## src/rtl/uart_ctrl.sv

```systemverilog
// uart_ctrl: TX/RX byte FIFOs plus start/done sequencing and reset generation for one uart_core.
// Optional interrupt output (irq_mask_i / irq_o) is built only when UART_CTRL_IRQ_EN is defined.
module uart_ctrl #(
    parameter int DEPTH = 8,
    parameter int LW    = $clog2(DEPTH) + 1
) (
    input  logic          clk_i,
    input  logic          rst_ni,
    input  logic          enable_i,
    input  logic          tx_wr_i,
    input  logic [7:0]    tx_wdata_i,
    output logic          tx_full_o,
    output logic [LW-1:0] tx_level_o,
    output logic          tx_busy_o,
    input  logic          rx_rd_i,
    output logic [7:0]    rx_rdata_o,
    output logic          rx_empty_o,
    output logic [LW-1:0] rx_level_o,
    output logic          rx_ovf_o,
    input  logic          ovf_clr_i,
    output logic          core_rst_o,
    output logic [2:0]    core_cfg_o,
    output logic [7:0]    core_tx_data_o,
    input  logic          core_tx_done_i,
    input  logic          core_rx_done_i,
    input  logic [7:0]    core_rx_data_i
`ifdef UART_CTRL_IRQ_EN
    ,
    input  logic [2:0]    irq_mask_i,
    output logic          irq_o
`endif
);
    localparam int            AW       = $clog2(DEPTH);
    localparam logic [LW-1:0] FULL_LVL = LW'(DEPTH);

    typedef enum logic {TX_IDLE, TX_ACTIVE} tx_state_e;

    tx_state_e     tx_state, tx_state_next;
    logic [1:0]    rst_sync;
    logic [7:0]    tx_mem [DEPTH];
    logic [AW-1:0] tx_wr_ptr, tx_rd_ptr;
    logic [LW-1:0] tx_level;
    logic          tx_push, tx_pop, tx_start_q, tx_start_d;
    logic [7:0]    rx_mem [DEPTH];
    logic [AW-1:0] rx_wr_ptr, rx_rd_ptr;
    logic [LW-1:0] rx_level;
    logic          rx_push, rx_pop, rx_ovf_set, rx_ovf_q;
    logic [7:0]    rx_hold_q;

    // Core reset follows !enable_i through two flops so it releases cleanly after system reset.
    always_ff @(posedge clk_i or negedge rst_ni) begin
        if (!rst_ni) begin
            rst_sync <= 2'b11;
        end else begin
            rst_sync <= {rst_sync[0], ~enable_i};
        end
    end

    assign core_rst_o = rst_sync[1];

    assign tx_full_o  = (tx_level == FULL_LVL);
    assign tx_level_o = tx_level;
    assign tx_push    = tx_wr_i && !tx_full_o;
    assign tx_pop     = (tx_state == TX_ACTIVE) && enable_i && core_tx_done_i;

    always_ff @(posedge clk_i) begin
        if (tx_push) begin
            tx_mem[tx_wr_ptr] <= tx_wdata_i;
        end
    end

    always_ff @(posedge clk_i or negedge rst_ni) begin
        if (!rst_ni) begin
            tx_wr_ptr <= '0;
            tx_rd_ptr <= '0;
            tx_level  <= '0;
        end else begin
            if (tx_push) tx_wr_ptr <= tx_wr_ptr + AW'(1);
            if (tx_pop)  tx_rd_ptr <= tx_rd_ptr + AW'(1);
            tx_level <= tx_level + LW'(tx_push) - LW'(tx_pop);
        end
    end

    always_ff @(posedge clk_i or negedge rst_ni) begin
        if (!rst_ni) begin
            tx_state   <= TX_IDLE;
            tx_start_q <= 1'b0;
        end else begin
            tx_state   <= tx_state_next;
            tx_start_q <= tx_start_d;
        end
    end

    // Dropping enable abandons the byte without popping it, so it is resent after re-enable.
    always_comb begin
        tx_state_next = tx_state;
        case (tx_state)
            TX_IDLE: begin
                if (tx_level != '0 && enable_i && !core_rst_o) tx_state_next = TX_ACTIVE;
            end
            TX_ACTIVE: begin
                if (!enable_i) begin
                    tx_state_next = TX_IDLE;
                end else if (tx_pop && tx_level == LW'(1) && !tx_push) begin
                    tx_state_next = TX_IDLE;
                end
            end
            default: tx_state_next = TX_IDLE;
        endcase
    end

    always_comb begin
        tx_busy_o  = (tx_state == TX_ACTIVE);
        tx_start_d = (tx_state_next == TX_ACTIVE);
    end

    assign core_cfg_o     = {2'b00, tx_start_q};
    assign core_tx_data_o = tx_mem[tx_rd_ptr];

    assign rx_empty_o = (rx_level == '0);
    assign rx_level_o = rx_level;
    assign rx_push    = core_rx_done_i && !core_rst_o && (rx_level != FULL_LVL);
    assign rx_ovf_set = core_rx_done_i && !core_rst_o && (rx_level == FULL_LVL);
    assign rx_pop     = rx_rd_i && !rx_empty_o;

    always_ff @(posedge clk_i) begin
        if (rx_push) begin
            rx_mem[rx_wr_ptr] <= core_rx_data_i;
        end
    end

    // rx_hold_q remembers the last presented head so the read port holds its value once empty.
    always_ff @(posedge clk_i or negedge rst_ni) begin
        if (!rst_ni) begin
            rx_wr_ptr <= '0;
            rx_rd_ptr <= '0;
            rx_level  <= '0;
            rx_ovf_q  <= 1'b0;
            rx_hold_q <= '0;
        end else begin
            if (rx_push) rx_wr_ptr <= rx_wr_ptr + AW'(1);
            if (rx_pop)  rx_rd_ptr <= rx_rd_ptr + AW'(1);
            rx_level <= rx_level + LW'(rx_push) - LW'(rx_pop);
            if (rx_ovf_set) begin
                rx_ovf_q <= 1'b1;
            end else if (ovf_clr_i) begin
                rx_ovf_q <= 1'b0;
            end
            if (!rx_empty_o) rx_hold_q <= rx_mem[rx_rd_ptr];
        end
    end

    assign rx_ovf_o   = rx_ovf_q;
    assign rx_rdata_o = rx_empty_o ? rx_hold_q : rx_mem[rx_rd_ptr];

`ifdef UART_CTRL_IRQ_EN
    always_ff @(posedge clk_i or negedge rst_ni) begin
        if (!rst_ni) begin
            irq_o <= 1'b0;
        end else begin
            irq_o <= (!rx_empty_o && irq_mask_i[0]) ||
                     ((tx_level == '0) && irq_mask_i[1]) ||
                     (rx_ovf_q && irq_mask_i[2]);
        end
    end
`endif

endmodule

```

## config.mk

```make
export PLATFORM = sky130hd
export DESIGN_NAME = uart_ctrl
export DESIGN_NICKNAME = d
export VERILOG_FILES = /design/src/rtl/uart_ctrl.sv
export SDC_FILE = /design/constraint.sdc
export NUM_CORES = 1
export LEC_CHECK = 0
export CAP_MARGIN = 20
export CORE_ASPECT_RATIO = 0.8
export CORE_MARGIN = 1
export CORE_UTILIZATION = 57
export CTS_CLUSTER_DIAMETER = 50
export CTS_CLUSTER_SIZE = 24
export DETAILED_ROUTE_END_ITERATION = 7
export PLACE_DENSITY_LB_ADDON = 0.2
export SKIP_CTS_REPAIR_TIMING = 1
export SYNTH_ARGS = -nofsm -noshare
export SYNTH_HDL_FRONTEND = slang
export SYNTH_SLANG_ARGS = --single-unit
```

## constraint.sdc

```tcl
create_clock -name clk_i -period 2.7 [get_ports clk_i]
set_input_delay 0.675 -clock clk_i [delete_from_list [all_inputs] [get_ports clk_i]]
set_output_delay 0.675 -clock clk_i [all_outputs]
set_load 0.02 [all_outputs]
```

==> results.ini, run 1 <==
[synthesis]
synth_seq_cells = 160
ys_seq_area_frac = 0.708
yosys.area.top_type = edfxtp_1
synth_area_per_cell_um2 = 17.8
yosysUniqueCellTypes = 36
syn_area_um2 = 6560
ys.flop_type = edfxtp_1
synth.top_cell.area_share = 0.586
synth_edf_count = 128
synth_area_leaders = edfxtp_1, dfrtp_1, mux4_1
async_flop_share = 0.200
synthCells = 369
yosys_warnings = 0

[setup_path]
critPathRequiredTime_ps = 2030
crit_buf_inv = 3
r2r_end = tx_level_o[3]
crit_path_start_kind = flop
path_delay_family = multiplexers
crit_path_top_delay_cell = mux4_2
r2r_slack_ps = 260
crit_chain = buf_6 > buf_12 > mux4_2 > mux2_2 > buf_4
r2r_cells = 10
path_max_fanout = 5
cp-startpoint = tx_rd_ptr[0]
endpoint_kind = output port
r2r_start = tx_level_o[2]
critical_path_cell_count = 5
cp-endpoint = core_tx_data_o[1]
path_class = flop to output port
cp.arrival_ps = 2010
cpPeakStageDelay_ps = 500

[finish]
antenna_cells = 0
filler_cell_count = 662
area_growth_pct = 24.4
final_common_cell = edfxtp_1
mostFrequentLayoutCells = edfxtp_1, clkdlybuf4s50_1, buf_4, dfrtp_1, mux2_2
nNetsFinal = 504
finalNonFillerCells = 619
drive_gt1_frac = 0.305

[global_route]
grt_max_degree = 33
grt_pass1_vias = 3673
groute.usage.overall = 0.232
grt_pass1_wl_um = 19800
grt_remaining_overflow = 0
antenna_found_initial = 0

[clocking]
cts-root-buf = clkbuf_16
cts_buffer_depth = 2
clk_pin_slew_ps = 60
cts_sinks = 160
cts_buffers = 17
htree_levels = 4
cts_tree = yes
clock_latency_ps = 410

[floorplan]
ios = 56
chipHeight_um = 98.0
die_w_um = 122
start_util = 0.595
dieArea_um2 = 11900
rows = 34
coreArea_um2 = 11000

[drt]
drc = 0
dr.first_iter.drc_count = 258
wl_per_cell_um = 20.9
vias = 3530
antenna_left = 0
viasPerCell = 5.70
wl_um = 13000
drt_pre_antenna_iters = 4

[timing]
worst_slack_ps = 14.2
finalCriticalPeriod_ps = 2690
hold_viol = 0
setup_violations = 0
rsz0062_at_grt = yes
min_period_over_period = 0.995
drv_slew = 0
fmax_ghz = 0.372
skew_ps = 8.54
worstMarginPinSlew_ps = 539
maxSlewHeadroom = 0.641

[pwr]
powerDensity_nw_per_um2 = 1170
p_leak_nw = 3.09
ir_worst_vdd_v = 0.000789
total_power_mw = 9.55

[placement]
place_congestion = 0.763
dp_hpwl_um = 7980
port_buffers = 53
dp_slack_ps = 23.0
placedCellCount = 580

[job]
drv_cap = 0

[status]
status = finished, final reports clean

[hold_path]
min_path_type = flop to flop

[stage by stage]
stage	hold WS, ps	utilization	TNS (ps)	instance area [µm²]
final	361	0.741	0	8160
after floorplan	345	-	0	6560
after global routing	363	0.741	-215	8160
after CTS	361	0.733	-6630	8080
after global placement	347	0.675	0	7440
after detailed placement	354	0.675	0	7440
[area by class of cell]
cell class / instances / area, µm² / area share
repair buffers: 89 / 872 / 0.107
well taps: 144 / 180 / 0.0221
clock buffers: 19 / 433 / 0.0530
clock inverters: 13 / 210 / 0.0258
flip-flops and latches: 160 / 4650 / 0.570
inverters: 18 / 67.6 / 0.00828
multi-input cells: 176 / 1750 / 0.214
[flip-flops by register name, summed over array words and instances, names as in the netlist, 2 cells and up]
name / count
rx_mem: 64
tx_mem: 64
rx_hold_q: 8
rx_level_o: 4
tx_level_o: 4
rx_rd_ptr: 3
rx_wr_ptr: 3
tx_rd_ptr: 3
tx_wr_ptr: 3
rst_sync: 2
[Yosys cell counts, types with 4 or more instances]
| master | instances |
|---|---|
| a22o_1 | 8 |
| buf_4 | 5 |
| clkbuf_1 | 5 |
| dfrtp_1 | 30 |
| edfxtp_1 | 128 |
| ha_1 | 16 |
| inv_1 | 18 |
| mux2_2 | 28 |
| mux2i_1 | 16 |
| mux4_1 | 16 |
| nand2_1 | 14 |
| nand2b_1 | 5 |
| nand3_1 | 4 |
| nor2_1 | 14 |
| nor3_1 | 4 |
| o22ai_1 | 9 |
| o31ai_1 | 8 |
| xnor2_1 | 8 |
| xor2_1 | 4 |
[per-layer routing]
metal | vias to the layer above | track usage | share of wire
met3 | 9 | 0.0561 | 0.064
met4 | 0 | 0.0893 | 0.010
met5 | - | 0 | 0
met2 | 121 | 0.342 | 0.47
met1 | 1801 | 0.336 | 0.46
li1 | 1599 | - | -
[cells by family after synthesis]
kind of cell             synth area share
flip-flops                          0.708
adder cells (fa/ha/maj)            0.0366
XOR/XNOR                           0.0160
other                            0.000572
AO/OA/AOI/OAI                      0.0351
multiplexers                        0.137
AND/OR/NAND/NOR                    0.0402
buffers and inverters              0.0265
[worst min path at each step]
stage / endpoint / depth (start not counted) / from / slack [ps]
floorplan: rst_sync[1] / 0 / rst_sync[0] / 350
global placement: rst_sync[1] / 0 / rst_sync[0] / 350
detailed placement: rst_sync[1] / 0 / rst_sync[0] / 350
CTS: rst_sync[1] / 0 / rst_sync[0] / 360
global route: rst_sync[1] / 0 / rst_sync[0] / 360
finish: rst_sync[1] / 0 / rst_sync[0] / 360
[power breakdown]
group	switching [mW]	internal [mW]
Clock	0.948	1.65
Combinational	1.76	1.75
Sequential	0.308	3.14
Total	3.01	6.54
No activity file was read; power rests on OpenSTA's default activity.
==> inputs of run 2 (changes only) <==
--- a/config.mk
+++ b/config.mk
@@ -12,6 +12,7 @@
 export CTS_CLUSTER_DIAMETER = 50
 export CTS_CLUSTER_SIZE = 24
 export DETAILED_ROUTE_END_ITERATION = 7
+export GPL_ROUTABILITY_DRIVEN = 1
 export PLACE_DENSITY_LB_ADDON = 0.2
 export SKIP_CTS_REPAIR_TIMING = 1
 export SYNTH_ARGS = -nofsm -noshare
==> results of run 2 <==
Same layout as run 1: the final DEF is identical, and so are final timing and power.
==> inputs of run 3 (changes only) <==
--- a/config.mk
+++ b/config.mk
@@ -5,6 +5,7 @@
 export SDC_FILE = /design/constraint.sdc
 export NUM_CORES = 1
 export LEC_CHECK = 0
+export ABC_CLOCK_PERIOD_IN_PS = 2700
 export CAP_MARGIN = 20
 export CORE_ASPECT_RATIO = 0.8
 export CORE_MARGIN = 1
==> results of run 3 <==
Same layout as run 1: the final DEF is identical, and so are final timing and power.
